File: src/rtl/mult_stage_m1_pkg.sv
// mult_stage_m1_pkg: shared widths, product type and overflow-check constants for the multiply stage
package mult_stage_m1_pkg;
  localparam int REG_SIZE = 32;
  localparam int REG_ADDR = 5;
  localparam int PROD_W = 2 * REG_SIZE;
  typedef logic [PROD_W-1:0] prod_t;
  localparam logic [REG_SIZE-1:0] HI_ZERO = '0;
  localparam logic [REG_SIZE-1:0] HI_ONES = '1;
endpackage

File: src/rtl/mult_stage_m1_core.sv
// mult_core: combinational W x W -> 2W multiplier with signed/unsigned select
module mult_core
  import mult_stage_m1_pkg::*;
#(
  parameter int W = REG_SIZE
) (
  input  logic [W-1:0]   a,
  input  logic [W-1:0]   b,
  input  logic           is_signed,
  output logic [2*W-1:0] p
);
  logic [2*W-1:0] w_a;
  logic [2*W-1:0] w_b;
  // the low 2W bits of the extended product are exact for both signednesses
  assign w_a = {{W{is_signed & a[W-1]}}, a};
  assign w_b = {{W{is_signed & b[W-1]}}, b};
  assign p = w_a * w_b;
endmodule

File: src/rtl/mult_stage_m1.sv
// mult_stage_m1: first multiply stage registering low product word, zero/overflow flags and write control.
// Optional MULT_M1_STATS_EN adds the mult_count accepted-multiply counter.
module mult_stage_m1
  import mult_stage_m1_pkg::*;
#(
  parameter int DATA_W = REG_SIZE,
  parameter int ADDR_W = REG_ADDR
`ifdef MULT_M1_STATS_EN
  ,parameter int CNT_W = 32
`endif
) (
  input  logic              clk,
  input  logic              reset,
  input  logic              we,
  input  logic              flush,
  input  logic              valid_in,
  input  logic              regwrite_in,
  input  logic [ADDR_W-1:0] wreg_in,
  input  logic [DATA_W-1:0] src_a,
  input  logic [DATA_W-1:0] src_b,
  input  logic              is_signed,
  output logic              valid_out,
  output logic              regwrite_out,
  output logic [ADDR_W-1:0] dst_reg,
  output logic [DATA_W-1:0] m1result,
  output logic              zero,
  output logic              overflow
`ifdef MULT_M1_STATS_EN
  ,output logic [CNT_W-1:0] mult_count
`endif
);
  logic [2*DATA_W-1:0] w_p;
  logic                w_ovf;
  logic                r_valid;
  logic                r_regwrite;
  logic [ADDR_W-1:0]   r_dst;
  logic [DATA_W-1:0]   r_res;
  logic                r_zero;
  logic                r_ovf;
  mult_core #(.W(DATA_W)) u_core (
    .a(src_a),
    .b(src_b),
    .is_signed(is_signed),
    .p(w_p)
  );
  assign w_ovf = w_p[2*DATA_W-1:DATA_W] != (is_signed ? {DATA_W{w_p[DATA_W-1]}} : {DATA_W{1'b0}});
  always_ff @(posedge clk) begin
    if (reset) begin
      r_valid    <= 1'b0;
      r_regwrite <= 1'b0;
      r_dst      <= '0;
      r_res      <= '0;
      r_zero     <= 1'b0;
      r_ovf      <= 1'b0;
    end else if (flush) begin
      r_valid    <= 1'b0;
      r_regwrite <= 1'b0;
    end else if (we) begin
      r_valid    <= valid_in;
      r_regwrite <= regwrite_in & valid_in;
      r_dst      <= wreg_in;
      r_res      <= w_p[DATA_W-1:0];
      r_zero     <= w_p == '0;
      r_ovf      <= w_ovf;
    end
  end
  assign valid_out    = r_valid;
  assign regwrite_out = r_regwrite;
  assign dst_reg      = r_dst;
  assign m1result     = r_res;
  assign zero         = r_zero;
  assign overflow     = r_ovf;
`ifdef MULT_M1_STATS_EN
  logic [CNT_W-1:0] r_cnt;
  always_ff @(posedge clk) begin
    if (reset) r_cnt <= '0;
    else if (we && valid_in && !flush) r_cnt <= r_cnt + 1'b1;
  end
  assign mult_count = r_cnt;
`endif
endmodule

File: config.mk
export PLATFORM = sky130hd
export DESIGN_NAME = mult_stage_m1
export DESIGN_NICKNAME = d
export VERILOG_FILES = /design/src/rtl/mult_stage_m1_pkg.sv /design/src/rtl/mult_stage_m1_core.sv /design/src/rtl/mult_stage_m1.sv
export SDC_FILE = /design/constraint.sdc
export NUM_CORES = 2
export LEC_CHECK = 0
export ABC_AREA = 1
export ABC_CLOCK_PERIOD_IN_PS = 18900
export BUFFER_PORTS_ARGS = -buffer_cell sky130_fd_sc_hd__buf_2
export CORE_MARGIN = 3
export CORE_UTILIZATION = 63
export DETAILED_ROUTE_END_ITERATION = 7
export HOLD_SLACK_MARGIN = 0.05
export PLACE_DENSITY = 0.89
export SYNTH_ARGS = -nofsm -noshare
export SYNTH_HDL_FRONTEND = slang
export SYNTH_SLANG_ARGS = --single-unit
File: constraint.sdc
create_clock -name clk -period 18.9 [get_ports clk]
set_clock_uncertainty 0.1 [all_clocks]
set_input_delay 1.89 -clock clk [delete_from_list [all_inputs] [get_ports clk]]
set_output_delay 1.89 -clock clk [all_outputs]
set_load 0.05 [all_outputs]
======== Yosys cells after proc, flatten, opt, wreduce, memory -nomap -nowiden ========
Index checks and enable logic that the tools add are counted.
W data, S select, Z words.
storage, ports and cells
  bits in registers ....................... 41
  input bits .............................. 76
  logic and storage cells ................. 16
operators by class
  multipliers ............................. 1
  equality and inequality tests ........... 1
  muxes and demuxes ....................... 1
  bitwise gates (word level) .............. 4
  reduce and logical (&&, ||, !) cells .... 3
operators by type and width
  cell               count
  $logic_not A64 Y1  1
  $mul A33 B33 Y64   1
  $mux W32           1
  $ne A32 B32 Y1     1
  $and A1 B1 Y1      3
  $reduce_and A2 Y1  1
  $reduce_or A2 Y1   1
  $not A1 Y1         1

======== Longest topological paths before layout ========
  depth after elaboration ................. 4
  gate-level depth with buffers ........... 41
  gate-level depth less buffers ........... 39

======== Hierarchy ========
Synthesis repeated with hierarchy kept, for this count alone.
unflattened totals
  cells, all modules ...................... 5454
  area total of the unflattened synthesis .. 42259.3 µm²
modules (own cells, without submodules)
  module         instances  cells each  area an instance (µm²)  sequential area each (µm²)
  mult_core      1          5193        40458.8                 0.0
  mult_stage_m1  1          261         1800.5                  820.8

======== Least setup slack after synthesis ========
No wires, ideal clock.
  kind .................................... input to register
  from .................................... in src_a[31]
  to ...................................... reg r_ovf (netlist: overflow)
  data arrival time ....................... 9.140 ns
  required time ........................... 18.668 ns
  slack ................................... 9.528 ns
  stages on the path ...................... 33
  path buffers ............................ 2
  path through ............................ clkbuf_1 clkbuf_1 nand2_1 nor2_1 inv_1 fa_1 fa_1 fa_1 inv_1 fa_1 inv_1 fa_1 fa_1 fa_1 fa_1 inv_1 ha_1 nand2_1 nor2_1 inv_1 nor3_1 nor3b_1 nand2_1 nand3_1 nand2_1 nand2_1 nand2_1 nor2_1 nand2_1 nor2_1 nand3_1 nand2_1 a21oi_1
on the way
  longest elaborated chain between the ends .. 3
  elaborated cells between the ends (all ways) .. 4
RTL lines
  element                                                   RTL line                                            source
  start: declaration                                        mult_stage_m1.sv:19                                 input logic [DATA_W-1:0] src_a,
  $and A1 B1 Y1 / $mul A33 B33 Y64 (equally long branches)  mult_stage_m1_core.sv:15, mult_stage_m1_core.sv:17
  $mul A33 B33 Y64 (*)                                      mult_stage_m1_core.sv:17                            assign p = w_a * w_b;
  $ne A32 B32 Y1 (*)                                        mult_stage_m1.sv:46                                 assign w_ovf = w_p[2*DATA_W-1:DATA_W] != (is_signed ? {DATA_W{w_p[DATA_W-1]}} : {DATA_W{1'b0}});
  end signal: assignment                                    mult_stage_m1.sv:64                                 r_ovf <= w_ovf;
  end: declaration                                          mult_stage_m1.sv:39                                 logic r_ovf;
Mark *: on every way between the ends. The rest lies on a longest branch, timed or not.
A chain may end at the register's enable or synchronous reset.

======== Worst setup path in the final report ========
  from .................................... in src_b[6]
  to ...................................... reg r_ovf (netlist: overflow)
on the way
  longest elaborated chain between the ends .. 3
RTL lines
  element               RTL line                  source
  start: declaration    mult_stage_m1.sv:20       input logic [DATA_W-1:0] src_b,
  $mul A33 B33 Y64 (*)  mult_stage_m1_core.sv:17
  $mux W32              mult_stage_m1.sv:46
  $ne A32 B32 Y1 (*)    mult_stage_m1.sv:46
Marks and branches as above.

==> flow_summary_export.csv <==
group,metric,value,unit
synthesis,synth-warning-count,0,
clock_network,htree_num_levels,2,
global_route,antenna_found_initial,8,
sta,fmax,95.29,MHz
detailed_routing,vias_per_cell,5.437,
global_route,grt_usage,0.3509,
global_route,grt.overflow.total,0,
clock_network,clk_pin_slew,0.05,ns
sta,max_slew_margin,0.2597,
synthesis,syn_avg_cell_area,7.627,um2
global_route,grt_pass1_vias,38840,
sta,finalCritPeriodShare,0.5553,
synthesis,synth_edf_count,0,
clock_network,cts_buffer_depth,2,
clock_network,root_buffer,"clkbuf_16",
cells_and_area,largest_register_ffs,32,
critical_path,crit_path_end_kind,"register",
sta,finalHoldViolations,0,
detailed_routing,vias,34620,
die,coreArea,66450,um2
clock_network,post_cts_resized,0,
cells_and_area,area_growth,2.619,%
critical_path,reg2reg_depth,4,
synthesis,synth_fp_nets,7006,
critical_path,timing.rr.end,"m1result[14]",
synthesis,synth_area,42660,um2
critical_path,slowest_stage,"inv_1",
job,max_cap_viol_count,0,
sta,min_period,10.49,ns
die,io_pins,117,
die,die_x,266.2,um
sta,grt_setup_unrepaired,"false",
critical_path,max_stage_delay,0.63,ns
clock_network,postCtsSetupBuffers,0,
sta,slew_viol_final,0,
clock_network,cts_tree,"done",
synthesis,yosysUniqueCellTypes,37,
detailed_routing,first_pass_iters,8,
sta,tightest_slew,1.107,ns
outcome,outcome,"finished, final reports clean",
detailed_routing,drtAntennaViolNets,0,
clock_network,cts_sinks,41,
synthesis,ys_ff_latch,41,
critical_path,reg2reg_from,"m1result[14]",
die,num_rows,94,
critical_path,crit_start,"src_b[6]",
detailed_routing,drcViolationCount,0,
worst_hold_path,hold_depth,2,
die,initial_core_util,0.6420,
detailed_routing,wl_per_cell,18.58,um
cells_and_area,layout-drive-gt1-share,0.03784,
detailed_routing,drt_iter0_drc,2638,
synthesis,ys_seq_area_frac,0.01924,
placed_design,place_hpwl,98390,um
die,die_h,266.2,um
clock_network,cts_inserted_buffers,5,
clock_network,ctsHoldBuffers,0,
detailed_routing,totalWireLength,118300,um
synthesis,synthCells,5593,
global_route,grt_max_degree,60,
placed_design,gp_congestion,1.051,
sta,finalSetupViolCount,0,
critical_path,critical_path_arrival,10.55,ns
die,die_area,70870,um2
cells_and_area,final_nets,6909,
global_route,grt_pass1_wl,195500,um
sta,tns,0,ns
synthesis,postSynth.asyncResetShare,0,
critical_path,startpoint_type,"input port",
critical_path,rrSetupSlack,17.96,ns
synthesis,synthFlopType,"dfxtp_1",
critical_path,path_class,"input port to register",
placed_design,io_buffers,116,
critical_path,cp-endpoint,"overflow",
critical_path,cp.required,18.96,ns
worst_hold_path,hp-class,"register to register",
clock_network,clock_latency,0.28,ns
cells_and_area,fill_cells,5272,
critical_path,cp_max_fo,32,
worst max-delay path, delay by kind of cell:
kind	cells	cell delay, ns
fa+ha+maj	9	4.52
compound gates	1	0.06
buf+inv	5	1.48
simple gates	17	2.51
synthesized netlist by cell type, types with 5 or more instances:
cell type	count	area [um2]
and2_1	5	31.28
nand4_1	20	125.1
nor2_2	7	43.79
nor3_1	7	35.03
xnor2_1	17	148.9
nand2_2	9	56.30
inv_1	1784	6696
nand2_1	1594	5983
xor2_1	14	122.6
o21bai_1	17	127.6
nor2_1	214	803.3
a21oi_1	65	325.3
fa_1	1125	22520
ha_1	212	2653
clkbuf_1	239	897.1
dfxtp_1	41	820.8
o21ai_0	30	150.1
nand3b_1	8	60.06
or2_2	23	143.9
nand3_1	103	515.5
nor4_1	7	43.79
inv_2	9	33.78
o211ai_1	13	97.59
layout by cell type (no fill, tap or decap), drive strengths merged:
master and instances:
buf 142, diode 6, o211ai 13, nor3 8
nor3b 2, bufinv 1, clkbuf 7, a21o 1
ha 212, fa 1125, xnor2 17, clkinv 1
nand3 107, a21oi 67, inv 1793, and3 4
nor4 7, nand3b 8, dfxtp 41, and2 6
or2 23, nand2 1603, nand4 20, nor2 224
xor2 14, o21ai 34, o21bai 17
layer usage:
layer	share of wire	wire length, um	vias up	track usage
met5	0.00035	41	-	0
met4	0.052	6196	6	0.1612
met3	0.084	9950	513	0.04811
met2	0.51	60010	1867	0.6234
met1	0.36	42120	17090	0.4265
li1	-	-	15140	-
area by class of cell:
class,count,area (um2),area share
well taps,864,1081,0.02469
multi-input cells,3512,34180,0.7807
repair buffers,142,775.7,0.01772
flip-flops and latches,41,820.8,0.01875
diodes,6,15.01,0.0003430
clock buffers,7,142.6,0.003258
clock inverters,1,30.03,0.0006859
inverters,1794,6734,0.1538
stage by stage:
step | std cells | setup WS (ns) | area [um2] | hold WS [ns] | utilization
CTS | 6361 | 8.407 | 43760 | 0.3714 | 0.6586
global placement | 6353 | 8.282 | 43590 | 0.3463 | 0.6560
finish | 6367 | 8.405 | 43780 | 0.3731 | 0.6588
global route | 6365 | 7.833 | 43770 | 0.3907 | 0.6587
detailed placement | 6353 | 8.148 | 43590 | 0.3577 | 0.6560
floorplan | 5593 | 9.528 | 42660 | 0.5757 | -
worst min-delay path by stage:
| stage | start | end | slack (ns) |
|---|---|---|---|
| 3_3_place_gp | valid_out | valid_out | 0.35 |
| 5_1_grt | valid_out | valid_out | 0.39 |
| 3_5_place_dp | regwrite_out | regwrite_out | 0.36 |
| 4_1_cts | overflow | overflow | 0.37 |
| 2_1_floorplan | valid_out | valid_out | 0.58 |
| 6_report | overflow | overflow | 0.37 |
cells by family after synthesis:
family                     count (synthesis)  synth area share
buffers and inverters                   2040            0.1798
and+or+nand+nor                         2012            0.1870
adders and majority gates               1337            0.5901
AOI/OAI and AO/OA                        132           0.01748
DFF                                       41           0.01924
xor gates and xnor gates                  31          0.006365
Power is not shown: default switching activity piles up to over one toggle a cycle in this logic, so the estimate is an artifact.
